## src/rtl/alu_ctrl_pkg.sv

```systemverilog
// Shared encodings for the ALU control / RV32M multiply-divide block.
package alu_ctrl_pkg;

    // Instruction class supplied by the main control unit
    typedef enum logic [2:0] {
        ALUOP_R   = 3'b000,
        ALUOP_I   = 3'b001,
        ALUOP_LUI = 3'b010,
        ALUOP_MEM = 3'b011,
        ALUOP_BR  = 3'b100
    } alu_op_e;

    // Operation codes understood by the ALU
    typedef enum logic [3:0] {
        ALU_ADD   = 4'b0000,
        ALU_SUB   = 4'b0001,
        ALU_AND   = 4'b0010,
        ALU_OR    = 4'b0011,
        ALU_XOR   = 4'b0100,
        ALU_SLL   = 4'b0101,
        ALU_SRL   = 4'b0110,
        ALU_SRA   = 4'b0111,
        ALU_SLT   = 4'b1000,
        ALU_SLTU  = 4'b1001,
        ALU_PASSB = 4'b1010
    } alu_code_e;

    // funct3 selection inside the M extension
    typedef enum logic [2:0] {
        M_MUL    = 3'b000,
        M_MULH   = 3'b001,
        M_MULHSU = 3'b010,
        M_MULHU  = 3'b011,
        M_DIV    = 3'b100,
        M_DIVU   = 3'b101,
        M_REM    = 3'b110,
        M_REMU   = 3'b111
    } m_f3_e;

    // Multiply/divide sequencer states
    typedef enum logic [1:0] {
        ST_IDLE = 2'b00,
        ST_BUSY = 2'b01,
        ST_DONE = 2'b10
    } md_state_e;

    // funct7 value that marks an R-type instruction as an M-extension op
    localparam logic [6:0] M_FUNCT7 = 7'b0000001;

endpackage

```

## src/rtl/md_iter_core.sv

```systemverilog
// Iterative unsigned datapath: shift-add multiply (K bits per step) and
// restoring divide (1 bit per step). Operands are magnitudes; sign handling
// is done by the caller. The *_next outputs are the values after the
// current step so the caller can register the final result on the last step.
module md_iter_core #(
    parameter int W = 32,
    parameter int K = 1
) (
    input  logic           clk,
    input  logic           reset,
    input  logic           start,
    input  logic           step,
    input  logic           is_div,
    input  logic [W-1:0]   op_a,
    input  logic [W-1:0]   op_b,
    output logic [2*W-1:0] prod_next,
    output logic [W-1:0]   quo_next,
    output logic [W-1:0]   rem_next
);

    // acc_r: product accumulator (mul) or partial remainder in the low half (div)
    // mcand_r: left-shifting multiplicand (mul) or divisor in the low half (div)
    // x_r: right-shifting multiplier (mul) or dividend/quotient (div)
    logic [2*W-1:0] acc_r;
    logic [2*W-1:0] mcand_r;
    logic [W-1:0]   x_r;
    logic           div_mode_r;

    logic [2*W-1:0] partial_s;
    logic [W:0]     shifted_s;
    logic [W:0]     diff_s;
    logic           q_bit_s;

    // Multiply step: add multiplicand for each of the K low multiplier bits
    always_comb begin
        partial_s = '0;
        for (int i = 0; i < K; i++) begin
            partial_s = partial_s + (x_r[i] ? (mcand_r << i) : {(2*W){1'b0}});
        end
        prod_next = acc_r + partial_s;
    end

    // Restoring divide step: shift in next dividend bit, trial-subtract divisor
    always_comb begin
        shifted_s = {acc_r[W-1:0], x_r[W-1]};
        diff_s    = shifted_s - {1'b0, mcand_r[W-1:0]};
        if (diff_s[W]) begin
            q_bit_s  = 1'b0;
            rem_next = shifted_s[W-1:0];
        end else begin
            q_bit_s  = 1'b1;
            rem_next = diff_s[W-1:0];
        end
        quo_next = {x_r[W-2:0], q_bit_s};
    end

    // Datapath registers: load on start, advance one iteration per step
    always_ff @(posedge clk) begin
        if (!reset) begin
            acc_r      <= '0;
            mcand_r    <= '0;
            x_r        <= '0;
            div_mode_r <= 1'b0;
        end else if (start) begin
            acc_r      <= '0;
            x_r        <= is_div ? op_a : op_b;
            mcand_r    <= {{W{1'b0}}, (is_div ? op_b : op_a)};
            div_mode_r <= is_div;
        end else if (step) begin
            if (div_mode_r) begin
                acc_r <= {{W{1'b0}}, rem_next};
                x_r   <= quo_next;
            end else begin
                acc_r   <= prod_next;
                mcand_r <= mcand_r << K;
                x_r     <= x_r >> K;
            end
        end
    end

endmodule

```

## src/rtl/alu_control_mdu.sv

```systemverilog
// ALU control decode (combinational) plus RV32M multiply/divide sequencer
// that stalls the pipeline and supplies its own writeback result.
module alu_control_mdu
    import alu_ctrl_pkg::*;
#(
    parameter int DATA_WIDTH         = 32,
    parameter int MUL_BITS_PER_CYCLE = 1
) (
    input  logic                  clk,
    input  logic                  reset,
    input  logic                  valid_i,
    input  logic [6:0]            funct7_i,
    input  logic [2:0]            ALU_Op_i,
    input  logic [2:0]            funct3_i,
    input  logic [DATA_WIDTH-1:0] rs1_data_i,
    input  logic [DATA_WIDTH-1:0] rs2_data_i,
    output logic [3:0]            ALU_Operation_o,
    output logic                  stall_o,
    output logic                  md_sel_o,
    output logic [DATA_WIDTH-1:0] md_result_o,
    output logic                  md_valid_o
);

    localparam int W  = DATA_WIDTH;
    localparam int CW = $clog2(W) + 1;
    localparam logic [CW-1:0] MUL_ITERS = CW'(W / MUL_BITS_PER_CYCLE);
    localparam logic [CW-1:0] DIV_ITERS = CW'(W);
    localparam logic [W-1:0]  MIN_VAL   = {1'b1, {(W-1){1'b0}}};

    alu_code_e      alu_code_s;
    logic           is_r_s, r_alt_s, is_m_s;
    logic           a_signed_s, b_signed_s, a_neg_s, b_neg_s;
    logic [W-1:0]   mag_a_s, mag_b_s;
    logic           div_zero_s, ovf_s, fast_s;
    logic [W-1:0]   fast_res_s;
    logic           start_s, step_s;
    logic [2*W-1:0] prod_next_s, prod_fix_s;
    logic [W-1:0]   quo_next_s, rem_next_s, quo_fix_s, rem_fix_s, final_s;

    md_state_e      state_r, next_state_s;
    logic [CW-1:0]  count_r;
    logic [2:0]     f3_r;
    logic           neg_q_r, neg_r_r;

    assign is_r_s  = (ALU_Op_i == ALUOP_R);
    assign r_alt_s = is_r_s & funct7_i[5];
    assign is_m_s  = valid_i & is_r_s & (funct7_i == M_FUNCT7);

    // ALU operation decode; funct7[5] only matters for R-type SUB/SRA and shift-right
    always_comb begin
        alu_code_s = ALU_ADD;
        case (ALU_Op_i)
            ALUOP_R, ALUOP_I: begin
                case (funct3_i)
                    3'b000:  alu_code_s = r_alt_s ? ALU_SUB : ALU_ADD;
                    3'b001:  alu_code_s = r_alt_s ? ALU_ADD : ALU_SLL;
                    3'b010:  alu_code_s = r_alt_s ? ALU_ADD : ALU_SLT;
                    3'b011:  alu_code_s = r_alt_s ? ALU_ADD : ALU_SLTU;
                    3'b100:  alu_code_s = r_alt_s ? ALU_ADD : ALU_XOR;
                    3'b101:  alu_code_s = funct7_i[5] ? ALU_SRA : ALU_SRL;
                    3'b110:  alu_code_s = r_alt_s ? ALU_ADD : ALU_OR;
                    3'b111:  alu_code_s = r_alt_s ? ALU_ADD : ALU_AND;
                    default: alu_code_s = ALU_ADD;
                endcase
            end
            ALUOP_LUI: alu_code_s = ALU_PASSB;
            ALUOP_MEM: alu_code_s = ALU_ADD;
            ALUOP_BR:  alu_code_s = ALU_SUB;
            default:   alu_code_s = ALU_ADD;
        endcase
    end

    assign ALU_Operation_o = alu_code_s;

    // Operand sign flags and magnitudes for the unsigned iterative core
    always_comb begin
        a_signed_s = (funct3_i == M_MULH) | (funct3_i == M_MULHSU) |
                     (funct3_i == M_DIV)  | (funct3_i == M_REM);
        b_signed_s = (funct3_i == M_MULH) | (funct3_i == M_DIV) | (funct3_i == M_REM);
        a_neg_s    = a_signed_s & rs1_data_i[W-1];
        b_neg_s    = b_signed_s & rs2_data_i[W-1];
        mag_a_s    = a_neg_s ? (-rs1_data_i) : rs1_data_i;
        mag_b_s    = b_neg_s ? (-rs2_data_i) : rs2_data_i;
    end

    // Fast-path detection and its fixed result (divide by zero, MIN / -1)
    always_comb begin
        div_zero_s = funct3_i[2] & (rs2_data_i == {W{1'b0}});
        ovf_s      = ((funct3_i == M_DIV) | (funct3_i == M_REM)) &
                     (rs1_data_i == MIN_VAL) & (rs2_data_i == {W{1'b1}});
        fast_s     = div_zero_s | ovf_s;
        if (div_zero_s) begin
            fast_res_s = funct3_i[1] ? rs1_data_i : {W{1'b1}};
        end else begin
            fast_res_s = funct3_i[1] ? {W{1'b0}} : MIN_VAL;
        end
    end

    assign start_s = (state_r == ST_IDLE) & is_m_s & ~fast_s;
    assign step_s  = (state_r == ST_BUSY) & valid_i;

    md_iter_core #(
        .W (W),
        .K (MUL_BITS_PER_CYCLE)
    ) u_core (
        .clk       (clk),
        .reset     (reset),
        .start     (start_s),
        .step      (step_s),
        .is_div    (funct3_i[2]),
        .op_a      (mag_a_s),
        .op_b      (mag_b_s),
        .prod_next (prod_next_s),
        .quo_next  (quo_next_s),
        .rem_next  (rem_next_s)
    );

    // Sign correction and result selection for the last iteration
    always_comb begin
        prod_fix_s = neg_q_r ? (-prod_next_s) : prod_next_s;
        quo_fix_s  = neg_q_r ? (-quo_next_s) : quo_next_s;
        rem_fix_s  = neg_r_r ? (-rem_next_s) : rem_next_s;
        if (f3_r[2]) begin
            final_s = f3_r[1] ? rem_fix_s : quo_fix_s;
        end else begin
            final_s = (f3_r == M_MUL) ? prod_fix_s[W-1:0] : prod_fix_s[2*W-1:W];
        end
    end

    // Sequencer next-state and handshake outputs
    always_comb begin
        next_state_s = state_r;
        case (state_r)
            ST_IDLE: begin
                if (is_m_s) begin
                    next_state_s = fast_s ? ST_DONE : ST_BUSY;
                end else begin
                    next_state_s = ST_IDLE;
                end
            end
            ST_BUSY: begin
                if (!valid_i) begin
                    next_state_s = ST_IDLE;
                end else if (count_r == CW'(1)) begin
                    next_state_s = ST_DONE;
                end else begin
                    next_state_s = ST_BUSY;
                end
            end
            ST_DONE: next_state_s = ST_IDLE;
            default: next_state_s = ST_IDLE;
        endcase
        stall_o    = reset & is_m_s & (state_r != ST_DONE);
        md_valid_o = (state_r == ST_DONE);
        md_sel_o   = (state_r == ST_DONE);
    end

    // State, iteration counter, captured op info and the result register
    always_ff @(posedge clk) begin
        if (!reset) begin
            state_r     <= ST_IDLE;
            count_r     <= '0;
            f3_r        <= 3'b000;
            neg_q_r     <= 1'b0;
            neg_r_r     <= 1'b0;
            md_result_o <= '0;
        end else begin
            state_r <= next_state_s;
            case (state_r)
                ST_IDLE: begin
                    if (is_m_s) begin
                        f3_r    <= funct3_i;
                        neg_q_r <= a_neg_s ^ b_neg_s;
                        neg_r_r <= a_neg_s;
                        if (fast_s) begin
                            md_result_o <= fast_res_s;
                            count_r     <= '0;
                        end else begin
                            count_r <= funct3_i[2] ? DIV_ITERS : MUL_ITERS;
                        end
                    end
                end
                ST_BUSY: begin
                    if (valid_i) begin
                        count_r <= count_r - CW'(1);
                        if (count_r == CW'(1)) begin
                            md_result_o <= final_s;
                        end
                    end else begin
                        count_r <= '0;
                    end
                end
                default: count_r <= '0;
            endcase
        end
    end

endmodule

```

## config.mk

```make
export PLATFORM = sky130hd
export DESIGN_NAME = alu_control_mdu
export DESIGN_NICKNAME = d
export VERILOG_FILES = /design/src/rtl/alu_ctrl_pkg.sv /design/src/rtl/md_iter_core.sv /design/src/rtl/alu_control_mdu.sv
export SDC_FILE = /design/constraint.sdc
export NUM_CORES = 1
export LEC_CHECK = 0
export CORE_MARGIN = 5
export CORE_UTILIZATION = 30
export DETAILED_ROUTE_END_ITERATION = 10
export PLACE_DENSITY = 0.56
export SLEW_MARGIN = 20
export SYNTH_ARGS = -nofsm -noshare
export SYNTH_HDL_FRONTEND = slang
export SYNTH_SLANG_ARGS = --single-unit
```

## constraint.sdc

```tcl
create_clock -name clk -period 7 [get_ports clk]
set_input_delay 0.7 -clock clk [delete_from_list [all_inputs] [get_ports clk]]
set_output_delay 0.7 -clock clk [all_outputs]
set_load 0.02 [all_outputs]
```

==> results of run 1 <==
-- per-stage QoR --
| stage | util (%) | hold WS, ps | total power [mW] | setup WS [ps] | instances |
|---|---|---|---|---|---|
| after floorplan | - | 432 | 1.36 | 1780 | 3397 |
| after global placement | 33.0 | 448 | 1.52 | 967 | 4411 |
| after detailed placement | 33.0 | 458 | 1.52 | 957 | 4411 |
| after CTS | 34.1 | 466 | 2.82 | 1150 | 4454 |
| after global routing | 34.1 | 487 | 2.88 | 728 | 4454 |
| final | 34.1 | 463 | 2.82 | 1000 | 4454 |
-- power by group --
part           switching, mW  leakage [nW]  internal (mW)
Combinational          0.213          8.01          0.114
Clock                  0.572         0.387          0.744
Sequential          0.000649          1.66           1.17
-- path summary, 6_finish.rpt --
path	end	cells after the start	slack, ps
worst max-delay path	md_result_o[24]	21	1000
worst min register to register	u_core.mcand_r[62]	2	460
worst min-delay path	u_core.mcand_r[62]	2	460
worst max register to register	md_result_o[24]	21	1000
-- cell type report --
cell class              count  share of cell area, %
repair buffers            196                   6.74
well taps                1040                   4.95
multi-input cells        2881                   68.4
clock inverters             6                  0.238
inverters                  88                   1.26
clock buffers              37                   2.74
flip-flops and latches    206                   15.7
-- worst max-delay path, stage by stage (launching register included) --
cell and delay, ps:
dfxtp_1 360, inv_1 120, ha_1 180, inv_1 50, fa_1 430, a211oi_1 470
nor4_1 230, o2111a_1 370, o21a_1 200, o211a_2 280, inv_2 410, nor2_1 80
a21oi_1 330, ha_1 350, inv_1 120, nor2_1 180, a22oi_1 200, o41ai_1 470
xor2_1 540, a221oi_1 230, a21oi_1 190, a311oi_1 60
-- layout by cell type (no fill, tap or decap), types with 57 or more instances in the layout --
master	n
clkdlybuf4s50_1	116
xnor2_1	99
a21oi_1	254
a211oi_1	63
nor3_1	112
o21ai_0	256
and2_1	60
xor2_1	87
nand2_1	438
nor2_1	370
mux2i_1	68
ha_1	103
dfxtp_1	204
buf_4	78
o31ai_1	57
inv_1	83
nand4_1	57
-- cell families (layout without fill, tap and decap cells) --
group,after synthesis,after routing,share of synthesized area (%)
and+or+nand+nor,1379,1379,28.4
muxes,97,97,4.33
buffers and inverters,310,327,5.11
xor gates and xnor gates,186,186,7.00
adders and majority gates,106,106,5.76
AOI/OAI and AO/OA,1113,1113,31.7
DFF,206,206,17.7
-- state kept, by name, summed over array words and instances (netlist names) --
register,cells
neg_q_r,1
u_core.acc_r,64
count_r,6
u_core.div_mode_r,1
neg_r_r,1
md_result_o,32
state_r,2
u_core.x_r,32
f3_r,3
u_core.mcand_r,64
-- metal layers --
metal | vias to the layer above | routed length (um) | part of all wire [%] | GRT usage [%]
met5 | - | 7 | 0.0065 | 0
met4 | 2 | 4880 | 4.5 | 8.86
met3 | 278 | 11100 | 10 | 4.37
met2 | 1574 | 45100 | 42 | 37.3
met1 | 12900 | 46400 | 43 | 34.6
li1 | 12600 | - | - | -
==> impl_metrics.env, run 1 <==
export IMPL_setup_viol=0
export IMPL_htreeDepth=1
export IMPL_gp_congestion=1.02
export IMPL_fillers=8402
export IMPL_area_growth_pct=13.1
export IMPL_dieWidth_um=288
export IMPL_start_util_pct=30.1
export IMPL_min_from="u_core.mcand_r[61]"
export IMPL_multiInputGateArea_um2=18000
export IMPL_tightest_slew_ps=1050
export IMPL_hold_buffers=0
export IMPL_grt_pass1_wl_mm=159
export IMPL_yosys_top_cells_count="441 x nand2_1, 372 x nor2_1, 256 x o21ai_0"
export IMPL_period_needed_ps=6000
export IMPL_syn_area_um2=23300
export IMPL_yosys_cell_count_top_type="nand2_1"
export IMPL_grt_pass1_vias=24800
export IMPL_final_area_um2=26300
export IMPL_cp_required_ps=7440
export IMPL_outcome="finished, final reports clean"
export IMPL_portBuffers=118
export IMPL_relSlewSlack_pct=29.6
export IMPL_yosys_warnings=0
export IMPL_yosysUniqueCellTypes=95
export IMPL_syn_nets=3582
export IMPL_ys_async_sr_fraction_pct=0
export IMPL_hpwlAfterDp_mm=84.7
export IMPL_finalNetCount=3583
export IMPL_synthFlopType="dfxtp_1"
export IMPL_gr_usage_all_layers_pct=24.5
export IMPL_drc=0
export IMPL_clk_latency_ps=570
export IMPL_synth_area_leaders="dfxtp_1 18%, nand2_1 7.1%, nor2_1 6.0%"
export IMPL_cp_end_kind="register"
export IMPL_grt_max_degree=84
export IMPL_cts_setup_buffers=0
export IMPL_ctsResizeCount=0
export IMPL_r2r_start="u_core.x_r[31]"
export IMPL_ys_ff_latch=206
export IMPL_fmax_mhz=167
export IMPL_critPathKind="reg -> reg"
export IMPL_drt_iter0_drc=3300
export IMPL_routed_wl_mm=107
export IMPL_fin_tns_setup_ps=0
export IMPL_vias_per_cell=6.15
export IMPL_crit_path_start_kind="register"
export IMPL_ant_nets=0
export IMPL_hold_viol=0
export IMPL_finalCritPeriodShare_pct=85.7
export IMPL_fp_dieH_um=288
export IMPL_pin_count=119
export IMPL_skew_ps=21.2
export IMPL_syn_inst=3397
export IMPL_vdd_drop_max_mv=0.143
export IMPL_clkSinkCount=206
export IMPL_drive_above_1_share_pct=6.15
export IMPL_gr_total_overflow=0
export IMPL_dr_pass1_iters=6
export IMPL_rsz0062_at_grt="no"
export IMPL_powerDensity_nw_per_um2=107
export IMPL_post_dp_cell_area_um2=25500
export IMPL_coreArea_um2=77200
export IMPL_antenna_cells=0
export IMPL_seq_area_frac_synth_pct=17.7
export IMPL_cts_tree="yes"
export IMPL_cts_root_buffer="clkbuf_16"
export IMPL_p_leak_nw=10.1
export IMPL_rows=102
export IMPL_crit_path_start="u_core.x_r[31]"
export IMPL_regArea_um2=4130
export IMPL_post_drt_wl_per_cell_um=24.1
export IMPL_die_area_um2=83200
export IMPL_synth_edf_count=0
export IMPL_cp_arrival_ps=6440
export IMPL_avgSynthCellArea_um2=6.85
export IMPL_finalMaxSlewViolations=0
export IMPL_path_clk_slew_ps=60
export IMPL_cp_max_fo=25
export IMPL_max_clock_path_buffers=3
export IMPL_cts_inserted_buffers=25
export IMPL_vias=27400
export IMPL_max_cap_violations=0
export IMPL_antenna_found_initial=2
export IMPL_synth_top_cell_by_area="dfxtp_1"
export IMPL_min_path_type="reg -> reg"
export IMPL_synth_top_cell_area_share_pct=17.7
Power figures use the tool's default switching activity.
==> run 2, diff against run 1 <==
- CTS_BUF_LIST: default -> sky130_fd_sc_hd__clkbuf_4 sky130_fd_sc_hd__clkbuf_8
- DONT_BUFFER_PORTS: default -> 1
- PLACE_DENSITY: 0.56 -> default
- PLACE_DENSITY_LB_ADDON: default -> 0.3
==> run 2 against run 1 <==
Against the previous run: combinational power decreased by 31%; routed wire length increased by 0.76%; worst hold slack got worse by 260 ps; fmax decreased by 3.3%; register-to-register slack got worse by 210 ps; clock power increased by 9.8%; largest cell class unchanged; clock skew increased by 32 ps; utilization decreased by 1.5 points; cell count decreased by 2.4%.
==> impl_metrics.env, run 2 (synthesis gave the netlist of run 1 again) <==
export IMPL_htreeDepth=2
export IMPL_r2r_slack_ps=790
export IMPL_reg_top3="u_core.acc_r x64, u_core.mcand_r x64"
export IMPL_drc=0
export IMPL_cp_end_kind="register"
export IMPL_fillers=8516
export IMPL_cts_root_buffer="clkbuf_8"
export IMPL_die_area_um2=83200
export IMPL_fmax_mhz=161
export IMPL_cp_arrival_ps=6720
export IMPL_final_common_cell="nand2_1"
export IMPL_finalCritPeriodShare_pct=88.7
export IMPL_rows=102
export IMPL_pwr_share_seq_pct=41.1
export IMPL_hold_viol=0
export IMPL_max_cap_violations=0
export IMPL_crit_path_start="u_core.x_r[31]"
export IMPL_cts_setup_buffers=0
export IMPL_min_path_type="in -> reg"
export IMPL_gp_congestion=1.00
export IMPL_routed_wl_mm=108
export IMPL_finalNetCount=3461
export IMPL_skew_ps=53.3
export IMPL_outcome="finished, final reports clean"
export IMPL_finalMaxSlewViolations=0
export IMPL_ctsResizeCount=0
export IMPL_period_needed_ps=6210
export IMPL_fin_tns_setup_ps=0
export IMPL_crit_path_start_kind="register"
export IMPL_vias_per_cell=6.13
export IMPL_min_from="funct3_i[0]"
export IMPL_dp_slack_ps=1010
export IMPL_clk_latency_ps=650
export IMPL_hpwlAfterDp_mm=85.2
export IMPL_start_util_pct=30.1
export IMPL_ant_nets=0
export IMPL_final_cell_mix="438 x nand2_1, 370 x nor2_1, 256 x o21ai_0, 254 x a21oi_1, 204 x dfxtp_1"
export IMPL_cp_required_ps=7510
export IMPL_vias=26700
export IMPL_area_growth_pct=8.01
export IMPL_cts_tree="yes"
export IMPL_switching_share_pct=27.5
export IMPL_place_inst=4272
export IMPL_cts_inserted_buffers=42
export IMPL_grt_pass1_wl_mm=160
export IMPL_critPathKind="reg -> reg"
export IMPL_pwr_share_comb_pct=8.0
export IMPL_p_int_mw=2.07
export IMPL_drt_iter0_drc=2922
export IMPL_timing_final_ws_setup_ps=793
export IMPL_p_leak_nw=9.61
export IMPL_cp_max_fo=34
export IMPL_fin_cells=4348
export IMPL_tightest_slew_ps=1170
export IMPL_r2r_start="u_core.x_r[31]"
export IMPL_fin_util_pct=32.5
export IMPL_rsz0062_at_grt="no"
export IMPL_hold_buffers=0
export IMPL_relSlewSlack_pct=21.3
export IMPL_fp_dieH_um=288
export IMPL_max_clock_path_buffers=3
export IMPL_grt_max_degree=114
export IMPL_setup_viol=0
export IMPL_clkSinkCount=206
export IMPL_p_sw_mw=0.786
export IMPL_post_drt_wl_per_cell_um=24.9
export IMPL_grt_pass1_vias=24900
export IMPL_pin_count=119
export IMPL_clkPwrFrac_pct=50.9
export IMPL_portBuffers=0
export IMPL_vdd_drop_max_mv=0.108
export IMPL_path_clk_slew_ps=60
export IMPL_drive_above_1_share_pct=6.78
export IMPL_dr_pass1_iters=7
export IMPL_coreArea_um2=77200
export IMPL_powerDensity_nw_per_um2=114
export IMPL_antenna_found_initial=3
export IMPL_gr_usage_all_layers_pct=24.8
export IMPL_dieWidth_um=288
export IMPL_gr_total_overflow=0
[run 2: metal layers]
metal | share of wire, % | vias up | global-route usage (%)
met1 | 42 | 12600 | 32.6
met5 | 0.017 | - | 0
met2 | 43 | 1347 | 38.7
met4 | 5.1 | 4 | 10.7
li1 | - | 12400 | -
met3 | 10 | 295 | 6.22
[run 2: worst max-delay path, stage by stage, from the launching register on]
cell	delay [ps]
dfxtp_1	350
inv_1	140
ha_1	180
inv_1	50
fa_1	420
a211oi_1	410
nor4_1	200
o2111a_1	330
o21a_1	180
o211a_2	270
inv_2	440
nor2_1	90
a21oi_1	250
ha_1	340
inv_1	120
nor2_1	210
a22oi_1	180
o41ai_1	740
xor2_1	300
a221oi_1	500
a21oi_1	120
a311oi_1	250
[run 2: power by group through the flow]
stage | sequential [mW] | clock (mW) | combinational (mW)
after floorplan | 1.20 | 0 | 0.162
after global placement | 1.20 | 0 | 0.219
after detailed placement | 1.20 | 0 | 0.220
after CTS | 1.17 | 1.48 | 0.221
after global routing | 1.17 | 1.52 | 0.242
final | 1.17 | 1.45 | 0.227
[run 2: final timing paths]
check / endpoint / cells after the start
worst min register to register: u_core.mcand_r[63] / 2
worst max register to register: md_result_o[24] / 21
worst max-delay path: md_result_o[24] / 21
worst min-delay path: f3_r[0] / 2
[run 2: through the flow]
stage | hold slack (ps) | cell area (um^2) | total power, mW
after floorplan | 432 | 23300 | 1.36
after global placement | 447 | 24200 | 1.42
after detailed placement | 447 | 24200 | 1.42
after CTS | 172 | 25100 | 2.87
after global routing | 194 | 25100 | 2.94
final | 204 | 25100 | 2.85
[run 2: area by class of cell]
cell class              instances  area (um^2)  area share [%]
multi-input cells            2881        18000            71.6
inverters                      88          330            1.31
repair buffers                 57          428            1.70
clock buffers                  64          818            3.26
diodes                          3         7.51          0.0299
well taps                    1040         1300            5.18
flip-flops and latches        206         4130            16.4
clock inverters                 9          118           0.468
